<file path="src/rtl/rtype_exec.sv">
// rtype_exec: multi-cycle decode/execute/write-back stage for MIPS-I R-type
// ALU instructions, with a local 32x32 register file and a debug port.
//
// Ports:
//   clk, reset        clock; synchronous active-low reset
//   inst_valid/ready  instruction handshake (ready high only in IDLE)
//   inst_code         32-bit instruction word
//   wb_valid          one-cycle write-back strobe
//   wb_addr/wb_data   destination and value of the last write-back
//   zf, of, err       zero, signed overflow, illegal/trap status
//   dbg_we/addr/wdata debug register write (IDLE only, r0 ignored)
//   dbg_rdata         combinational debug read, 0 for r0
//
// Build option: define OVERFLOW_TRAP_EN to trap add/sub signed overflow
// (err=1, write-back suppressed). Default: wrapped result is written.
module rtype_exec (
  input  logic        clk,
  input  logic        reset,
  input  logic        inst_valid,
  input  logic [31:0] inst_code,
  output logic        inst_ready,
  output logic        wb_valid,
  output logic [4:0]  wb_addr,
  output logic [31:0] wb_data,
  output logic        zf,
  output logic        of,
  output logic        err,
  input  logic        dbg_we,
  input  logic [4:0]  dbg_addr,
  input  logic [31:0] dbg_wdata,
  output logic [31:0] dbg_rdata
);

  localparam int unsigned DW = 32;
  localparam int unsigned AW = 5;
  localparam int unsigned NREG = 32;

  typedef enum logic [1:0] {
    S_IDLE   = 2'd0,
    S_DECODE = 2'd1,
    S_EXEC   = 2'd2,
    S_WB     = 2'd3
  } state_e;

  state_e         state_q;
  logic [DW-1:0]  rf_q [NREG];
  logic [DW-1:0]  ir_q;
  logic [DW-1:0]  a_q, b_q;
  logic [AW-1:0]  rd_q, shamt_q;
  logic [DW-1:0]  res_q;
  logic           wb_valid_q, zf_q, of_q, err_q;
  logic [AW-1:0]  wb_addr_q;
  logic [DW-1:0]  wb_data_q;

  logic [DW-1:0]  res_d, sum_d, diff_d;
  logic           of_d, err_d, illegal_d;

  // ALU: evaluated from the latched operands during EXEC
  always_comb begin
    res_d     = '0;
    of_d      = 1'b0;
    illegal_d = 1'b0;
    sum_d     = a_q + b_q;
    diff_d    = a_q - b_q;
    if (ir_q[31:26] != 6'd0) begin
      illegal_d = 1'b1;
    end else begin
      case (ir_q[5:0])
        6'h20: begin
          res_d = sum_d;
          of_d  = (a_q[DW-1] == b_q[DW-1]) && (sum_d[DW-1] != a_q[DW-1]);
        end
        6'h22: begin
          res_d = diff_d;
          of_d  = (a_q[DW-1] != b_q[DW-1]) && (diff_d[DW-1] != a_q[DW-1]);
        end
        6'h24:   res_d = a_q & b_q;
        6'h25:   res_d = a_q | b_q;
        6'h26:   res_d = a_q ^ b_q;
        6'h27:   res_d = ~(a_q | b_q);
        6'h2A:   res_d = DW'($signed(a_q) < $signed(b_q));
        6'h00:   res_d = b_q << shamt_q;
        6'h02:   res_d = b_q >> shamt_q;
        default: illegal_d = 1'b1;
      endcase
    end
`ifdef OVERFLOW_TRAP_EN
    err_d = illegal_d | of_d;
`else
    err_d = illegal_d;
`endif
  end

  // FSM, register file and registered status in one sequential block
  always_ff @(posedge clk) begin
    if (!reset) begin
      state_q    <= S_IDLE;
      for (int i = 0; i < NREG; i++) rf_q[i] <= '0;
      ir_q       <= '0;
      a_q        <= '0;
      b_q        <= '0;
      rd_q       <= '0;
      shamt_q    <= '0;
      res_q      <= '0;
      wb_valid_q <= 1'b0;
      wb_addr_q  <= '0;
      wb_data_q  <= '0;
      zf_q       <= 1'b0;
      of_q       <= 1'b0;
      err_q      <= 1'b0;
    end else begin
      wb_valid_q <= 1'b0;
      case (state_q)
        S_IDLE: begin
          if (inst_valid) begin
            ir_q    <= inst_code;
            state_q <= S_DECODE;
          end else if (dbg_we && (dbg_addr != '0)) begin
            // debug writes only land on idle edges with no accept
            rf_q[dbg_addr] <= dbg_wdata;
          end
        end
        S_DECODE: begin
          a_q     <= rf_q[ir_q[25:21]];
          b_q     <= rf_q[ir_q[20:16]];
          rd_q    <= ir_q[15:11];
          shamt_q <= ir_q[10:6];
          state_q <= S_EXEC;
        end
        S_EXEC: begin
          res_q   <= res_d;
          zf_q    <= (res_d == '0);
          of_q    <= of_d;
          err_q   <= err_d;
          state_q <= S_WB;
        end
        S_WB: begin
          // err covers both illegal opcodes and trapped overflow
          if (!err_q) begin
            wb_valid_q <= 1'b1;
            wb_addr_q  <= rd_q;
            wb_data_q  <= res_q;
            if (rd_q != '0) rf_q[rd_q] <= res_q;
          end
          state_q <= S_IDLE;
        end
        default: state_q <= S_IDLE;
      endcase
    end
  end

  assign inst_ready = (state_q == S_IDLE) && reset;
  assign wb_valid   = wb_valid_q;
  assign wb_addr    = wb_addr_q;
  assign wb_data    = wb_data_q;
  assign zf         = zf_q;
  assign of         = of_q;
  assign err        = err_q;
  assign dbg_rdata  = (dbg_addr == '0) ? '0 : rf_q[dbg_addr];

endmodule

</file>
<file path="config.mk">
export PLATFORM = sky130hd
export DESIGN_NAME = rtype_exec
export DESIGN_NICKNAME = d
export VERILOG_FILES = /design/src/rtl/rtype_exec.sv
export SDC_FILE = /design/constraint.sdc
export NUM_CORES = 2
export LEC_CHECK = 0
export CORE_MARGIN = 1
export CORE_UTILIZATION = 36
export CTS_CLUSTER_SIZE = 16
export DETAILED_ROUTE_END_ITERATION = 10
export DONT_BUFFER_PORTS = 1
export HOLD_SLACK_MARGIN = 0.02
export MAX_ROUTING_LAYER = met4
export PLACE_DENSITY_LB_ADDON = 0.2
export RECOVER_POWER = 100
export SLEW_MARGIN = 15
export SYNTH_ARGS = -nofsm -noshare
export SYNTH_HDL_FRONTEND = slang
export SYNTH_SLANG_ARGS = --single-unit
</file>
<file path="constraint.sdc">
create_clock -name clk -period 4.4 [get_ports clk]
set_input_delay 0.44 -clock clk [delete_from_list [all_inputs] [get_ports clk]]
set_output_delay 0.44 -clock clk [all_outputs]
set_load 0.02 [all_outputs]
</file>
After elaboration in Yosys (flattened, before gate mapping)
Memory sizes are Yosys's and may differ from the RTL's. A register that Yosys moved wholly into a read port is not among the register bits.
Index checks and enable logic that the tools add are counted.
{"block": "totals", "register_bits": 117, "mem_bits_rw": 1024, "input_bits": 73, "out_inout_bits": 74, "wordCells": 84, "mem_count": 1}
{"memory": "rf_q", "depth": 32, "word_bits": 32, "read_ports": 3, "rd_ports_with_merged_regs": 2, "write_ports": 32, "line_no": "46", "source": "logic [DW-1:0] rf_q [NREG];"}
{"block": "op_classes", "addsub": 2, "n_lt_le_gt_ge": 1, "eq_ne": 16, "shifts": 2, "n_mux": 27, "bitwise": 5, "reduce_logical": 19}
{"operator": "32-bit one-hot mux with 9 select lines", "count": 1}
{"operator": "32-bit two-way mux", "count": 4}
{"operator": "32-bit OR reduction", "count": 2}
{"operator": "6-bit equality test (second input constant)", "count": 7}
{"operator": "32-bit adder", "count": 1}
{"operator": "32-bit AND", "count": 1}
{"operator": "32-bit zero test", "count": 1}
{"operator": "32-bit < comparator", "count": 1}
{"operator": "32-bit NOT", "count": 1}
{"operator": "32-bit OR", "count": 1}
{"operator": "32-bit by 5-bit left shift with 32-bit output", "count": 1}
{"operator": "32-bit by 5-bit >> shifter with 32-bit output", "count": 1}
{"operator": "32-bit subtractor", "count": 1}
{"operator": "32-bit bitwise XOR", "count": 1}
{"operator": "1-bit two-way mux", "count": 17}
{"operator": "5-bit two-way mux", "count": 2}
{"operator": "5-bit nonzero test", "count": 2}
{"operator": "9-bit OR reduction", "count": 1}
{"operator": "2-bit one-hot mux with 4 select lines", "count": 1}
{"operator": "6-bit by 2-bit equality test with 1-bit output (second input constant)", "count": 1}
{"operator": "6-bit zero test", "count": 1}
{"operator": "2-bit AND reduction", "count": 3}
{"operator": "6-bit nonzero test", "count": 1}
{"operator": "5-bit zero test", "count": 1}
{"operator": "other kinds (11)", "count": 18}

Depth between registers and ports, before layout
{"block": "logic_depth", "ltp_word": 10, "depth_mapped": 20}

Worst setup path before layout
OpenSTA, ideal clock, no wires.
{"block": "synth_timing", "path_type": "input -> register", "start": "input port dbg_addr[0]", "end": "memory rf_q[19][0], enable pin", "setup_ns": 0.389, "t_arrival_ns": 3.390, "required_time_ns": 4.011, "setup_slack_ns": 0.621, "stages": 9, "cell_sequence": "clkbuf_1 -> buf_1 -> buf_1 -> nand2_1 -> a22o_1 -> nor2_1 -> nand2_1 -> clkbuf_1 -> nand2_1"}
{"item": "start: declaration", "line_no": "29", "source": "input logic [4:0] dbg_addr,"}
{"item": "end: declaration", "line_no": "46"}

==> key figures <==
Floorplanning
  – Die width: 460.8 microns
  – Chip height: ~460 microns
  – Core Area: roughly 210000 sq um
  – Die area: about 210000 sq um
  – Num rows: between 150 and 200
  – Io pins: roughly 150
  – Starting density of the core: 36.19%

Pwr
  – Comb pwr share: 40.3%
  – Switch share: 37.74%
  – Clock power frac: 27.4%
  – Sequential share of power: 32.3%
  – NetSw: 16.41 mW
  – Pwr Density: 500.9 nW/um^2
  – VDD IR-drop max: 0.0005895 V
  – P_leak: 29.17 nW
  – Power Internal: between 20 and 30 mW

Global route
  – Vias in the first global route: 55.91k
  – Largest net degree at the start of global routing: 260
  – Global-route wire length before repair: 465.6 mm
  – Tot GR Track Use: roughly 33%
  – Initial antenna violation count: 7
  – GRT overflow: 0

STA
  – Slew headroom: -118.1%
  – Clk_skew: 0.03185 ns
  – Final-report hold violation count: 0
  – Slew Limit Fails: 446
  – Shortest period the worst path allows: roughly 4.5 ns
  – Final cycle utilization of the critical path: 101.4%
  – Fmax: 224.2 MHz
  – Setup Viol. Count Final: 8
  – Final worst slack: -0.05969 ns
  – Worst Max-Slew Pin Slew: 3.271 ns

Synthesis
  – Synth Cell Area: 75760 sq um
  – Yosys reg bits: 1205
  – Ys async rst share: 0%
  – Yosys cell types: 93
  – Syn Inst Count: 5774
  – Post-synthesis sequential area ratio: 45.37%
  – Synth warn: 0
  – Post-synth EDFFs: 1024
  – Post-Syn Area per Cell: 13.12 sq um
  – Synth Flop Type: edfxtp_1

Clocking
  – Clock buffer depth: 3
  – Skew-Pair Late Insertion Delay: 0.83 ns
  – Cts bufs inserted: between 100 and 150
  – Clock Sinks: 1205
  – CTS Root Cell: clkbuf_16
  – CTS tree: built
  – CTS H-tree lvls: 4
  – Clk pin slew, worst setup/hold paths: 0.06 ns

Cells and area
  – P&R area growth vs syn: 14.54%
  – Ratio of cells with drive above 1 in the final layout: 31.08%
  – Final nets: 6092
  – Leading cell types in the layout, fill and taps excluded: 1294 x nor2_1, 1024 x edfxtp_1, 996 x mux4_2
  – Final Core Density: between 40 and 50%
  – Post-route insts no fill: 8840
  – Post-route cell area: 86780 sq um
  – Most common cell after layout, fill and taps aside: nor2_1

Detailed routing
  – Pre-Repair DR Iteration Count: 5
  – Final wirelength: between 300 and 400 mm
  – DRC viols: 0
  – Initial DRC count: between 7k and 8k
  – Via-to-Cell Ratio: 6.499
  – Via count: 57.45k
  – Detail Route Antenna Nets: 0
  – Drt wl/cell: 38.56 microns

Worst hold path
  – Worst Hold Path Cells: 2
  – Hold Path End: rf_q[18][29]
  – Worst hold start: dbg_wdata[29]
  – Hold crit path type: in -> reg

Critical path
  – Crit path from: state_q[0]
  – RR Startpoint: state_q[0]
  – FF-to-FF setup slack: -0.06 ns
  – CP required: a little under 5 ns
  – Max FO, Critical Path: 32
  – Slowest cell on the critical path: clkbuf_2
  – Worst Reg-to-Reg Cells: 9
  – Crit-path max cell delay: 1.37 ns
  – Setup CP Type: reg -> reg
  – CP Capture Type: register
  – Worst Setup Start Kind: register
  – Cells along the critical path: ha_1 > and3_2 > o21ai_4 > a22oi_1 > nor3_1 > clkbuf_1 > nand2_2 > clkbuf_2 > nor2_1
  – FF-to-FF End: rf_q[23][28]
  – Crit path DAT: 4.94 ns

Placed design
  – Dpl ws: approximately 0.11 ns
  – Placed cells: 8545
  – RD Place Congestion: 0.9894
  – Post-DP Area: 82550 sq um
  – IO buf count: 0
  – Hpwl dp: 222.0 mm

Job
  – Max-Cap Viols: 12

Status
  – Status: finished, violations left
  – Failing checks: max-capacitance violations, max-slew violations, negative setup slack
[layout make-up]
class / count / area, sq um
clock buffers: 172 / 3706
flip-flops and latches: 1205 / 34420
clock inverters: 78 / 813.3
repair buffers: 583 / 4743
diodes: 11 / 27.53
inverters: 100 / 375.4
fillers: 19471 / 122600
well taps: 2805 / 3510
multi-input cells: 3886 / 39190
[layer usage]
metal	vias up	GRT usage (%)	share of wire, %
li1	22745	-	-
met1	30166	40.05	37
met2	3692	52.42	48
met3	850	6.494	9.7
met4	0	15.97	5.8
met5	-	-	0
[cell usage after synthesis (9+ instances only)]
library cell	instances	share of area [%]
nor2_1	1294	6.4
edfxtp_1	1024	41
mux4_2	996	30
clkbuf_1	452	2.2
nand2_1	284	1.4
mux2i_1	229	3.0
dfxtp_1	181	4.8
a21oi_1	171	1.1
buf_1	111	0.55
ha_1	101	1.7
a211oi_1	96	0.95
inv_1	96	0.48
o21ai_0	79	0.52
xnor2_1	57	0.66
nand3_1	43	0.28
nor3_1	43	0.28
a22o_1	41	0.47
buf_2	27	0.18
o211ai_1	27	0.27
a31oi_1	26	0.21
a22oi_1	25	0.25
o22ai_1	24	0.20
mux2_2	22	0.33
nor2b_1	19	0.16
nand4_1	15	0.12
nand2b_1	13	0.11
nor4_1	13	0.11
o221ai_1	13	0.15
and3_1	12	0.099
buf_4	12	0.12
or3_1	12	0.099
a211o_1	11	0.13
o21bai_1	11	0.11
o31ai_1	11	0.11
and2_1	10	0.083
a221oi_1	9	0.10
o311ai_0	9	0.10
o32ai_1	9	0.10
[kinds of logic (layout without fill, tap and decap cells)]
family / Yosys count / count (layout) / share of synthesized area [%]
simple gates: 1797 / 1797 / 9.577
mux: 1253 / 1253 / 33.09
flops: 1205 / 1205 / 45.37
buf+inv: 714 / 933 / 3.800
compound gates: 636 / 636 / 5.689
fa+ha+maj: 103 / 103 / 1.721
xor+xnor: 65 / 65 / 0.7514
other cells: 1 / 43 / 0.004950
[critical path, delay by kind of cell, from the launching register on]
family          cells  cell delay, ns
compound gates      2            0.77
fa+ha+maj           1            0.25
buf+inv             2            1.56
simple gates        4            1.08
flops               1            0.43
[worst max path at each step]
stage / to / slack [ns] / depth (start not counted)
floorplan: rf_q[19][0] / 0.62 / 9
global placement: zf / 0.08 / 16
detailed placement: zf / 0.11 / 16
CTS: zf / 0.07 / 16
global route: a_q[30] / -0.01 / 5
finish: rf_q[23][28] / -0.06 / 9
[sequential cells by signal, indices dropped and copies added, names as in the netlist]
signal / cells
of: 1
res_q: 32
state_q: 2
wb_addr: 5
b_q: 32
ir_q: 32
zf: 1
a_q: 32
rd_q: 5
rf_q: 1024
shamt_q: 5
wb_data: 32
wb_valid: 1
err: 1
[power groups by stage]
| stage | Clock [mW] | Sequential (mW) | Combinational (mW) |
|---|---|---|---|
| global route | 12.4 | 14.1 | 18.3 |
| finish | 11.9 | 14.1 | 17.5 |
| global placement | 0 | 14.2 | 17.4 |
| detailed placement | 0 | 14.3 | 17.3 |
| floorplan | 0 | 13.7 | 10.1 |
| CTS | 12.0 | 14.0 | 17.3 |
[through the flow]
| stage | power (mW) | hold WS, ns | TNS (ns) |
|---|---|---|---|
| after global placement | 31.59 | 0.4442 | 0 |
| after global routing | 44.83 | 0.08337 | -0.02201 |
| after detailed placement | 31.53 | 0.4509 | 0 |
| after floorplan | 23.84 | 0.4360 | 0 |
| after CTS | 43.37 | 0.02030 | 0 |
| final | 43.47 | 0.1274 | -0.1442 |
[what timing repair did]
item                                   4_1_cts  5_1_grt
endpoints found under the hold margin       38        0
hold buffers                                33        0
setup endpoints to repair                    0        1
buffers inserted                             0        1
resized for setup                            0        8
Power figures use the tool's default switching activity.
